File: config.mk
export PLATFORM = sky130hd
export DESIGN_NAME = dram_wr
export DESIGN_NICKNAME = d
export VERILOG_FILES = /design/src/rtl/dram_wr.sv
export SDC_FILE = /design/constraint.sdc
export NUM_CORES = 1
export LEC_CHECK = 0
export ABC_AREA = 1
export CORE_ASPECT_RATIO = 0.7
export CORE_MARGIN = 4
export CORE_UTILIZATION = 31
export DETAILED_ROUTE_END_ITERATION = 6
export PLACE_DENSITY = 0.52
export SLEW_MARGIN = 40
export SYNTH_ARGS = -nofsm -noshare
export SYNTH_HDL_FRONTEND = slang
export SYNTH_SLANG_ARGS = --single-unit
File: constraint.sdc
create_clock -name dram_clk -period 7.8 [get_ports dram_clk]
set_input_delay 1.56 -clock dram_clk [delete_from_list [all_inputs] [get_ports dram_clk]]
set_output_delay 1.56 -clock dram_clk [all_outputs]
set_load 0.05 [all_outputs]
File: src/rtl/dram_wr.sv
`default_nettype none
// ============================================================================
// dram_wr : streaming DRAM write engine, user stream -> FIFO -> DRAM writes
// Rev 1.0
// ============================================================================
module dram_wr #(
  parameter int ADDR_WIDTH = 15,
  parameter int SIZE_WIDTH = 17,
  parameter int DATA_WIDTH = 16,
  parameter int FIFO_DEPTH = 16
) (
  input  logic                  dram_clk,
  input  logic                  dram_rst,
  input  logic                  go,
  input  logic [ADDR_WIDTH-1:0] start_addr,
  input  logic [SIZE_WIDTH-1:0] size,
  input  logic                  wr_en,
  input  logic [DATA_WIDTH-1:0] data,
  output logic                  ready,
  output logic                  done,
  input  logic                  dram_ready,
  output logic                  dram_wr_en,
  output logic [ADDR_WIDTH-1:0] dram_wr_addr,
  output logic [DATA_WIDTH-1:0] dram_wr_data
);

  localparam int PTR_W = (FIFO_DEPTH > 1) ? $clog2(FIFO_DEPTH) : 1;
  localparam logic [PTR_W:0]        FULL_CNT = (PTR_W+1)'(FIFO_DEPTH);
  localparam logic [PTR_W:0]        CNT_ONE  = (PTR_W+1)'(1);
  localparam logic [PTR_W-1:0]      PTR_ONE  = PTR_W'(1);
  localparam logic [SIZE_WIDTH-1:0] SIZE_ONE = SIZE_WIDTH'(1);

  localparam logic [1:0] S_IDLE = 2'd0;
  localparam logic [1:0] S_XFER = 2'd1;
  localparam logic [1:0] S_DONE = 2'd2;

  logic [1:0]            state_q, state_d;
  logic [ADDR_WIDTH-1:0] base_q, base_d;
  logic [SIZE_WIDTH-1:0] size_q, size_d;
  logic [SIZE_WIDTH-1:0] accept_cnt_q, accept_cnt_d;
  logic [SIZE_WIDTH-1:0] issue_cnt_q, issue_cnt_d;
  logic [PTR_W-1:0]      wr_ptr_q, wr_ptr_d;
  logic [PTR_W-1:0]      rd_ptr_q, rd_ptr_d;
  logic [PTR_W:0]        count_q, count_d;
  logic [DATA_WIDTH-1:0] mem_q [FIFO_DEPTH];

  logic                  w_push, w_pop, w_full, w_empty;
  logic [SIZE_WIDTH-1:0] w_issue_inc;
  logic [ADDR_WIDTH-1:0] w_issue_off;

  assign w_full  = (count_q == FULL_CNT);
  assign w_empty = (count_q == '0);

  // ready depends only on registered state, never on wr_en
  assign ready   = (state_q == S_XFER) && !w_full && (accept_cnt_q < size_q);
  assign done    = (state_q == S_DONE);
  assign w_push  = wr_en && ready;
  assign w_pop   = dram_wr_en && dram_ready;

  assign dram_wr_en   = !w_empty;
  assign dram_wr_data = w_empty ? '0 : mem_q[rd_ptr_q];
  assign w_issue_inc  = issue_cnt_q + SIZE_ONE;

  // address offset is taken modulo 2^ADDR_WIDTH so the write address wraps
  if (SIZE_WIDTH >= ADDR_WIDTH) begin : g_addr_trunc
    assign w_issue_off = issue_cnt_q[ADDR_WIDTH-1:0];
  end else begin : g_addr_ext
    assign w_issue_off = {{(ADDR_WIDTH-SIZE_WIDTH){1'b0}}, issue_cnt_q};
  end
  assign dram_wr_addr = base_q + w_issue_off;

  always_comb begin
    state_d      = state_q;
    base_d       = base_q;
    size_d       = size_q;
    accept_cnt_d = accept_cnt_q;
    issue_cnt_d  = issue_cnt_q;
    case (state_q)
      S_IDLE, S_DONE: begin
        if (go) begin
          base_d       = start_addr;
          size_d       = size;
          accept_cnt_d = '0;
          issue_cnt_d  = '0;
          state_d      = (size == '0) ? S_DONE : S_XFER;
        end
      end
      S_XFER: begin
        if (w_push) accept_cnt_d = accept_cnt_q + SIZE_ONE;
        if (w_pop) begin
          issue_cnt_d = w_issue_inc;
          if (w_issue_inc == size_q) state_d = S_DONE;
        end
      end
      default: state_d = S_IDLE;
    endcase
  end

  always_comb begin
    wr_ptr_d = wr_ptr_q;
    rd_ptr_d = rd_ptr_q;
    count_d  = count_q;
    if (w_push) wr_ptr_d = wr_ptr_q + PTR_ONE;
    if (w_pop)  rd_ptr_d = rd_ptr_q + PTR_ONE;
    case ({w_push, w_pop})
      2'b10:   count_d = count_q + CNT_ONE;
      2'b01:   count_d = count_q - CNT_ONE;
      default: count_d = count_q;
    endcase
  end

  always_ff @(posedge dram_clk or posedge dram_rst) begin
    if (dram_rst) begin
      state_q      <= S_IDLE;
      base_q       <= '0;
      size_q       <= '0;
      accept_cnt_q <= '0;
      issue_cnt_q  <= '0;
      wr_ptr_q     <= '0;
      rd_ptr_q     <= '0;
      count_q      <= '0;
    end else begin
      state_q      <= state_d;
      base_q       <= base_d;
      size_q       <= size_d;
      accept_cnt_q <= accept_cnt_d;
      issue_cnt_q  <= issue_cnt_d;
      wr_ptr_q     <= wr_ptr_d;
      rd_ptr_q     <= rd_ptr_d;
      count_q      <= count_d;
    end
  end

  // storage needs no reset: the flushed count masks stale entries
  always_ff @(posedge dram_clk) begin
    if (w_push) mem_q[wr_ptr_q] <= data;
  end

endmodule
`default_nettype wire
==> out/qor.csv, run 1 <==
metric;value;unit
all-layer global routing usage;0.1586;
worst-path maximum fanout;75;
WP buf/inv;3;
port bufs;86;
unrepaired setup endpoints after global routing;false;
fmax;170.6;MHz
Startpoint Class;flop;
Tmin final;5.862;ns
Setup TNS Final;0;ns
TritonCTS buffer count;38;
layout cell share with drive strength beyond 1;0.07489;
DP HPWL;26300;um
largest net degree at the start of global routing;85;
1st-pass router iterations;5;
Worst slew margin;0.4708;
Min-Delay Path Class;reg2reg;
status;finished, final reports clean;
critical path's top delay family;buffers and inverters;
NumNets Final;1619;
Power Density;377.9;nW/um^2
die area;53350;um^2
Final Hold Vio Count;0;
vias in the first global route;10820;
Area growth syn-to-layout;18.71;%
H-Tree Depth;2;
Synth Area per Inst;10.71;um^2
Syn Std Cell Area;15400;um^2
WHS Endpoint;base_q[6]$_DFFE_PP0P_;
Max Cap Violations;0;
kind of critical path;reg2out;
clk slew on worst S/H paths;0.05;ns
Critical path origin;rd_ptr_q[0]$_DFFE_PP0P_;
Seq/Total Area, Yosys;0.6310;
Seq cells post-synth;337;
design area;18280;um^2
Static Leakage;6.826;nW
latest clock arrival within the worst-skew pair;0.53;ns
FP Rows;68;
Synth async-reset ratio;0.2404;
wire length per cell;19.22;um
wire length of the first global-routing pass;65560;um
Chip Width;274.4;um
slew at the pin closest to its max-slew limit;0.7939;ns
vias;11050;
CP cell instances;clkinv_2, buf_4, o21ai_0, o221ai_1, nand3_1, a21oi_1, clkdlybuf4s50_1;
Root Buffer;clkbuf_16;
via-per-instance ratio;4.991;
I/O pin cnt;87;
WL final;42560;um
number of gates resized after cts;0;
# hold bufs at CTS;0;
CP arrival;4.30;ns
post-route ant nets;0;
most frequent cells in the layout;256 x edfxtp_1, 220 x nand2_1, 196 x nor2_1;
YS warnings;0;
First DRT Iteration DRCs;1116;
initial core utilization;0.3131;
worst r2r src;size_q[11]$_DFFE_PP0P_;
reg2reg end;mem_q[3][13]$_DFFE_PP_;
Max Root-Sink Buffers;3;
period utilisation layout;0.7515;
ys flop type;edfxtp_1;
total grt overflow;0;
Post-route DRC;0;
biggest cell delay along the critical path;0.87;ns
Syn Inst Count;1438;
CTS tree;done;
Syn Nets;1534;
R2R depth;12;
commonest non-fill, non-tap cell in the layout;edfxtp_1;
core footprint;49180;um^2
antenna violations before repair;2;
gpl congestion;0.8451;
VDD IR max;233.5;uV
CP max stage cell;clkdlybuf4s50_1;
EDFF count, synth;256;
post-synthesis cell type count;41;
hold_sp;base_q[6]$_DFFE_PP0P_;
CTS Sinks;337;
Max Clock Skew;0.01861;ns
Worst EP required;6.24;ns
die height;194.5;um
Post-DP Area;17080;um^2
post-CTS setup buffers;0;
synth top area cells;edfxtp_1 50%, dfrtp_1 13%, o21ai_0 6.0%, nand2_1 5.4%, nor2_1 5.2%;
worst hold path stage count;2;
endpoints failing setup;0;
FF-to-FF setup slack;4.54;ns
Final Slew Violations;0;
area leader, netlist;edfxtp_1;
share of the synthesized area in the top cell type;0.4993;
nature of the critical path endpoint;output port;
n_diodes;0;
kinds of logic after synthesis:
family,synth area share
AO/OA/AOI/OAI,0.1169
XOR/XNOR,0.02771
adder cells (fa/ha/maj),0.03592
buffers and inverters,0.04218
flip-flops,0.6310
AND/OR/NAND/NOR,0.1464
power breakdown:
part	switching [mW]	internal (mW)	total (mW)	leakage, nW
Combinational	1.92	0.852	2.77	2.92
Clock	0.721	1.01	1.73	0.590
Sequential	0.215	2.19	2.40	3.32
Total	2.86	4.05	6.91	6.83
stage by stage:
stage | setup WS, ns | utilization | std cells | hold slack (ns) | total power, mW
floorplan | 3.465 | - | 1438 | 0.4483 | 4.255
global placement | 2.476 | 0.3466 | 2147 | 0.4652 | 5.176
detailed placement | 2.498 | 0.3473 | 2148 | 0.4658 | 5.214
CTS | 1.914 | 0.3715 | 2214 | 0.4809 | 6.960
global route | 1.654 | 0.3716 | 2214 | 0.5156 | 7.318
finish | 1.938 | 0.3716 | 2214 | 0.4793 | 6.906
cell type report:
cell class              instances  area, um^2
fillers                      4845       30900
flip-flops and latches        337        9719
multi-input cells             937        5085
repair buffers                110        1069
clock buffers                  48        1040
well taps                     665       832.0
inverters                      99       377.9
clock inverters                18       153.9
layer usage:
metal	global-route usage	up-vias	routed length (um)
li1	-	5240	-
met1	0.2395	5351	20300
met2	0.2358	387	18260
met3	0.02925	69	3146
met4	0.03867	4	835
met5	0	-	18
cells in the mapped netlist (12+ instances only):
master	n
inv_1	95
o21ai_0	185
a21oi_1	39
nor2_1	213
nand2_1	220
buf_2	12
clkbuf_1	49
nand4_1	12
xor2_1	34
o22ai_1	24
dfrtp_1	81
ha_1	41
edfxtp_1	256
o221ai_1	50
nand3_1	69
worst max path at each step:
stage,end,slack [ns],cells after the start
floorplan,dram_wr_addr[12],3.47,10
CTS,dram_wr_data[4],1.91,9
finish,dram_wr_data[13],1.94,7
detailed placement,dram_wr_data[4],2.50,9
global route,dram_wr_data[4],1.65,9
global placement,dram_wr_data[4],2.48,9
registers in the layout (all words and copies together), names as in the netlist:
register / cells
accept_cnt_q: 17
base_q: 15
count_q: 5
issue_cnt_q: 17
mem_q: 256
rd_ptr_q: 4
size_q: 17
state_q: 2
wr_ptr_q: 4
worst min-delay path, cell delays in order (launching register included):
cell     delay, ns
dfrtp_1       0.35
nand2_1       0.05
nand2_1       0.05
Power figures use the tool's default switching activity.
==> inputs of run 2 (changes only) <==
==> constraint.sdc (replaced) <==
create_clock -name dram_clk -period 5.5 [get_ports dram_clk]
set_input_delay 1.1 -clock dram_clk [delete_from_list [all_inputs] [get_ports dram_clk]]
set_output_delay 1.1 -clock dram_clk [all_outputs]
set_load 0.05 [all_outputs]
==> run 2 against run 1 <==
  * Final cell count rose by 0.41%
  * Highest routed layer unchanged
  * Sequential power grew 41%
  * Critical path type unchanged
  * Clock power grew 45%
  * Largest cell class unchanged
==> out/qor.csv, run 2 (synthesized netlist as in run 1, its figures left out) <==
metric;value;unit
largest net degree at the start of global routing;74;
post-CTS setup buffers;0;
number of gates resized after cts;0;
total internal power;5.795;mW
Biggest register;mem_q;
Net Sw Frac;0.4149;
Root Buffer;clkbuf_16;
commonest non-fill, non-tap cell in the layout;edfxtp_1;
Max Cap Violations;0;
Post-route DRC;0;
Power Density;540.5;nW/um^2
H-Tree Depth;2;
total grt overflow;0;
slew at the pin closest to its max-slew limit;0.7920;ns
Final Slew Violations;0;
Worst slew margin;0.4720;
Setup Slack @ Placement;1.125;ns
fmax;202.2;MHz
vias;11100;
Startpoint Class;flop;
core footprint;49180;um^2
most frequent cells in the layout;256 x edfxtp_1, 220 x nand2_1, 196 x nor2_1;
Sw Pwr;4.109;mW
TritonCTS buffer count;38;
sequential share of power;0.342;
WL final;43380;um
Max Clock Skew;0.02198;ns
Setup TNS Final;0;ns
Largest register FFs;256;
Min-Delay Path Class;reg2reg;
status;finished, final reports clean;
vias in the first global route;10860;
Static Leakage;6.858;nW
Chip Width;274.4;um
endpoints failing setup;0;
FP Rows;68;
worst hold path stage count;2;
latest clock arrival within the worst-skew pair;0.54;ns
wire length of the first global-routing pass;66840;um
nature of the critical path endpoint;output port;
period utilisation layout;0.8991;
initial core utilization;0.3131;
CP arrival;3.85;ns
combinational power share;0.405;
setup ws final;0.5549;ns
1st-pass router iterations;7;
antenna violations before repair;1;
port bufs;86;
gpl congestion;0.8440;
NumNets Final;1624;
R2R depth;10;
Max Root-Sink Buffers;3;
die area;53350;um^2
worst-path maximum fanout;8;
clk slew on worst S/H paths;0.06;ns
n_diodes;0;
DP HPWL;26770;um
die height;194.5;um
I/O pin cnt;87;
# hold bufs at CTS;0;
kind of critical path;reg2out;
wire length per cell;19.51;um
Tmin final;4.945;ns
CTS Sinks;337;
clock share of power;0.253;
First DRT Iteration DRCs;1008;
layout cell share with drive strength beyond 1;0.07895;
Final Hold Vio Count;0;
CTS tree;done;
all-layer global routing usage;0.1613;
Worst EP required;4.40;ns
VDD IR max;365.8;uV
via-per-instance ratio;4.991;
Area growth syn-to-layout;19.02;%
unrepaired setup endpoints after global routing;false;
post-route ant nets;0;
[run 2: cell count changes in the layout (fill, tap and decap cells not counted)]
cell,previous run,this run
clkinv_1,7,10
clkbuf_8,3,1
inv_6,0,1
buf_16,1,0
clkinv_4,0,1
buf_4,21,28
inv_2,5,7
inv_1,90,89
clkinv_2,10,9
nor2_4,2,1
buf_6,2,0
nor2_2,17,18
buf_12,0,1
bufinv_16,2,3
[run 2: final cells by class]
class / instances / area (um^2)
multi-input cells: 937 / 5080
fillers: 4812 / 30850
clock buffers: 46 / 1012
flip-flops and latches: 337 / 9719
inverters: 99 / 380.4
clock inverters: 24 / 209.0
repair buffers: 115 / 1091
well taps: 665 / 832.0
[run 2: metal layers]
metal,part of all wire,routed length [um],GRT usage,vias to the layer above
met1,0.49,21260,0.2500,5431
li1,-,-,-,5270
met2,0.42,18300,0.2314,331
met4,0.020,875,0.04058,2
met3,0.068,2930,0.03011,61
met5,0.00023,10,0,-
[run 2: power groups by stage]
stage	clock, mW	combinational (mW)	sequential (mW)
floorplan	0	2.73	3.31
global placement	0	3.97	3.43
detailed placement	0	4.01	3.43
CTS	2.57	4.03	3.38
global route	2.68	4.37	3.43
finish	2.51	4.01	3.39
[run 2: per-stage QoR]
step	std cells	power (mW)	hold WS, ns	utilization	cell area, um^2
final	2223	9.904	0.4785	0.3726	18320
after global routing	2223	10.47	0.5016	0.3726	18320
after CTS	2223	9.979	0.4841	0.3726	18320
after detailed placement	2153	7.445	0.4703	0.3478	17100
after global placement	2153	7.398	0.4643	0.3476	17100
after floorplan	1438	6.034	0.4483	-	15400
[run 2: path summary, 6_finish.rpt]
| path | endpoint | slack [ns] | startpoint |
|---|---|---|---|
| worst max-delay path | dram_wr_addr[12] | 0.55 | issue_cnt_q[0]$_DFFE_PP0P_ |
| worst min-delay path | base_q[0]$_DFFE_PP0P_ | 0.48 | base_q[0]$_DFFE_PP0P_ |
| worst max register to register | mem_q[12][2]$_DFFE_PP_ | 2.29 | size_q[16]$_DFFE_PP0P_ |
| worst min register to register | base_q[0]$_DFFE_PP0P_ | 0.48 | base_q[0]$_DFFE_PP0P_ |
| max in group asynchronous | issue_cnt_q[6]$_DFFE_PP0P_ | 3.72 | dram_rst |
| min in group asynchronous | accept_cnt_q[16]$_DFFE_PP0P_ | 0.97 | dram_rst |
[run 2: worst max-delay path, stage by stage, from the launching register on]
cell             delay, ns
dfrtp_1               0.46
ha_1                  0.21
inv_1                 0.06
fa_1                  0.41
nand3b_1              0.17
nand2_1               0.11
a21boi_0              0.19
o21ai_0               0.30
a31oi_1               0.17
o21ai_0               0.21
xor2_1                0.20
clkdlybuf4s50_1       0.83
==> inputs of run 3 (changes only) <==
--- a/config.mk
+++ b/config.mk
@@ -9,6 +9,7 @@
 export CORE_ASPECT_RATIO = 0.7
 export CORE_MARGIN = 4
 export CORE_UTILIZATION = 31
+export CTS_CLUSTER_SIZE = 14
 export DETAILED_ROUTE_END_ITERATION = 6
 export PLACE_DENSITY = 0.52
 export SLEW_MARGIN = 40
==> run 3 against run 2 <==
  * Critical path depth is the same
  * Register-to-register slack better by 0.02 ns
  * Final cell count unchanged
  * Via count increased by 0.41%
  * Global-route usage did not move
  * Clock power about the same
  * Worst setup slack hardly changed
  * First-iteration DRC count grew 3.4%
  * Total power about the same
  * Die area unchanged
  * Wire length decreased by 0.12%
  * Critical path type unchanged
  * Largest cell class unchanged
  * Highest routed layer unchanged
==> out/qor.csv, run 3 (synthesized netlist as in run 1, its figures left out) <==
metric;value;unit
clk slew on worst S/H paths;0.06;ns
total grt overflow;0;
WP buf/inv;2;
DP HPWL;26770;um
initial core utilization;0.3131;
CTS Sinks;337;
Power, Total;9.904;mW
Area growth syn-to-layout;19.02;%
design area;18320;um^2
NumNets Final;1624;
CTS tree;done;
core footprint;49180;um^2
commonest non-fill, non-tap cell in the layout;edfxtp_1;
Chip Width;274.4;um
latest clock arrival within the worst-skew pair;0.54;ns
n_diodes;0;
Min-Delay Path Class;reg2reg;
Tmin final;4.945;ns
kind of critical path;reg2out;
CP max stage cell;clkdlybuf4s50_1;
WL final;43330;um
Util after Layout;0.3726;
Worst EP required;4.40;ns
critical path's top delay family;buffers and inverters;
Largest register FFs;256;
Worst slew margin;0.4732;
Max Root-Sink Buffers;3;
CP cell instances;ha_1, inv_1, fa_1, nand3b_1, nand2_1, a21boi_0, o21ai_0, a31oi_1, o21ai_0, xor2_1, clkdlybuf4s50_1;
Root Buffer;clkbuf_16;
die height;194.5;um
wire length per cell;19.49;um
FF-to-FF setup slack;2.31;ns
slew at the pin closest to its max-slew limit;0.7903;ns
I/O pin cnt;87;
post-CTS setup buffers;0;
worst-path maximum fanout;8;
Final Hold Vio Count;0;
vias in the first global route;10860;
wire length of the first global-routing pass;66840;um
Final Slew Violations;0;
fmax;202.2;MHz
layout cell share with drive strength beyond 1;0.07895;
Most common cell on crit path;o21ai_0;
Max Clock Skew;0.02403;ns
Post-route DRC;0;
1st-pass router iterations;5;
Post-DP Area;17100;um^2
biggest cell delay along the critical path;0.83;ns
status;finished, final reports clean;
TritonCTS buffer count;38;
Max Cap Violations;0;
post-route ant nets;0;
First DRT Iteration DRCs;1042;
Static Leakage;6.858;nW
VDD IR max;365.9;uV
largest net degree at the start of global routing;74;
fillers;4812;
H-Tree Depth;2;
die area;53350;um^2
FP Rows;68;
Register Area;9719;um^2
worst hold slack;0.4797;ns
period utilisation layout;0.8992;
Power Density;540.5;nW/um^2
Startpoint Class;flop;
number of gates resized after cts;0;
Setup TNS Final;0;ns
gpl congestion;0.8440;
nature of the critical path endpoint;output port;
antenna violations before repair;1;
endpoints failing setup;0;
footprint of the multi-input gates;5080;um^2
all-layer global routing usage;0.1613;
via-per-instance ratio;5.012;
port bufs;86;
# hold bufs at CTS;0;
CP arrival;3.85;ns
unrepaired setup endpoints after global routing;false;
Biggest register;mem_q;
most frequent cells in the layout;256 x edfxtp_1, 220 x nand2_1, 196 x nor2_1;
vias;11140;
-- run 3: area by class of cell --
type                            count  share of cell area
Timing Repair Buffer              115             0.05954
Sequential cell                   337              0.5304
Tap cell                          665             0.04541
Clock inverter                     24             0.01140
Multi-Input combinational cell    937              0.2772
Clock buffer                       46             0.05524
Inverter                           99             0.02076
-- run 3: power breakdown --
group	internal [mW]	leakage (nW)	total [mW]	switching [mW]
Clock	1.46	0.603	2.51	1.05
Combinational	1.23	2.94	4.01	2.78
Sequential	3.10	3.32	3.38	0.282
-- run 3: final timing paths --
check	startpoint	end	depth (start not counted)
min in group asynchronous	dram_rst	accept_cnt_q[16]$_DFFE_PP0P_	2
max reg2reg	size_q[16]$_DFFE_PP0P_	mem_q[12][3]$_DFFE_PP_	10
min	base_q[0]$_DFFE_PP0P_	base_q[0]$_DFFE_PP0P_	2
min reg2reg	base_q[0]$_DFFE_PP0P_	base_q[0]$_DFFE_PP0P_	2
max in group asynchronous	dram_rst	issue_cnt_q[6]$_DFFE_PP0P_	3
max	issue_cnt_q[0]$_DFFE_PP0P_	dram_wr_addr[12]	11
-- run 3: tightest hold or removal path, cell delays in order, from the launching register on --
cell	delay (ns)
dfrtp_1	0.35
nand2_1	0.06
nand2_1	0.05
-- run 3: layer usage --
layer  track usage  wire [um]
met1        0.2500      21250
met3       0.03011       3011
met2        0.2314      18180
met5             0         10
met4       0.04058        876
-- run 3: per-stage QoR --
stage          instances  setup WS (ns)
6_report            2223         0.5547
4_1_cts             2223         0.5205
3_5_place_dp        2153          1.125
5_1_grt             2223         0.2825
3_3_place_gp        2153          1.184
2_1_floorplan       1438          1.625
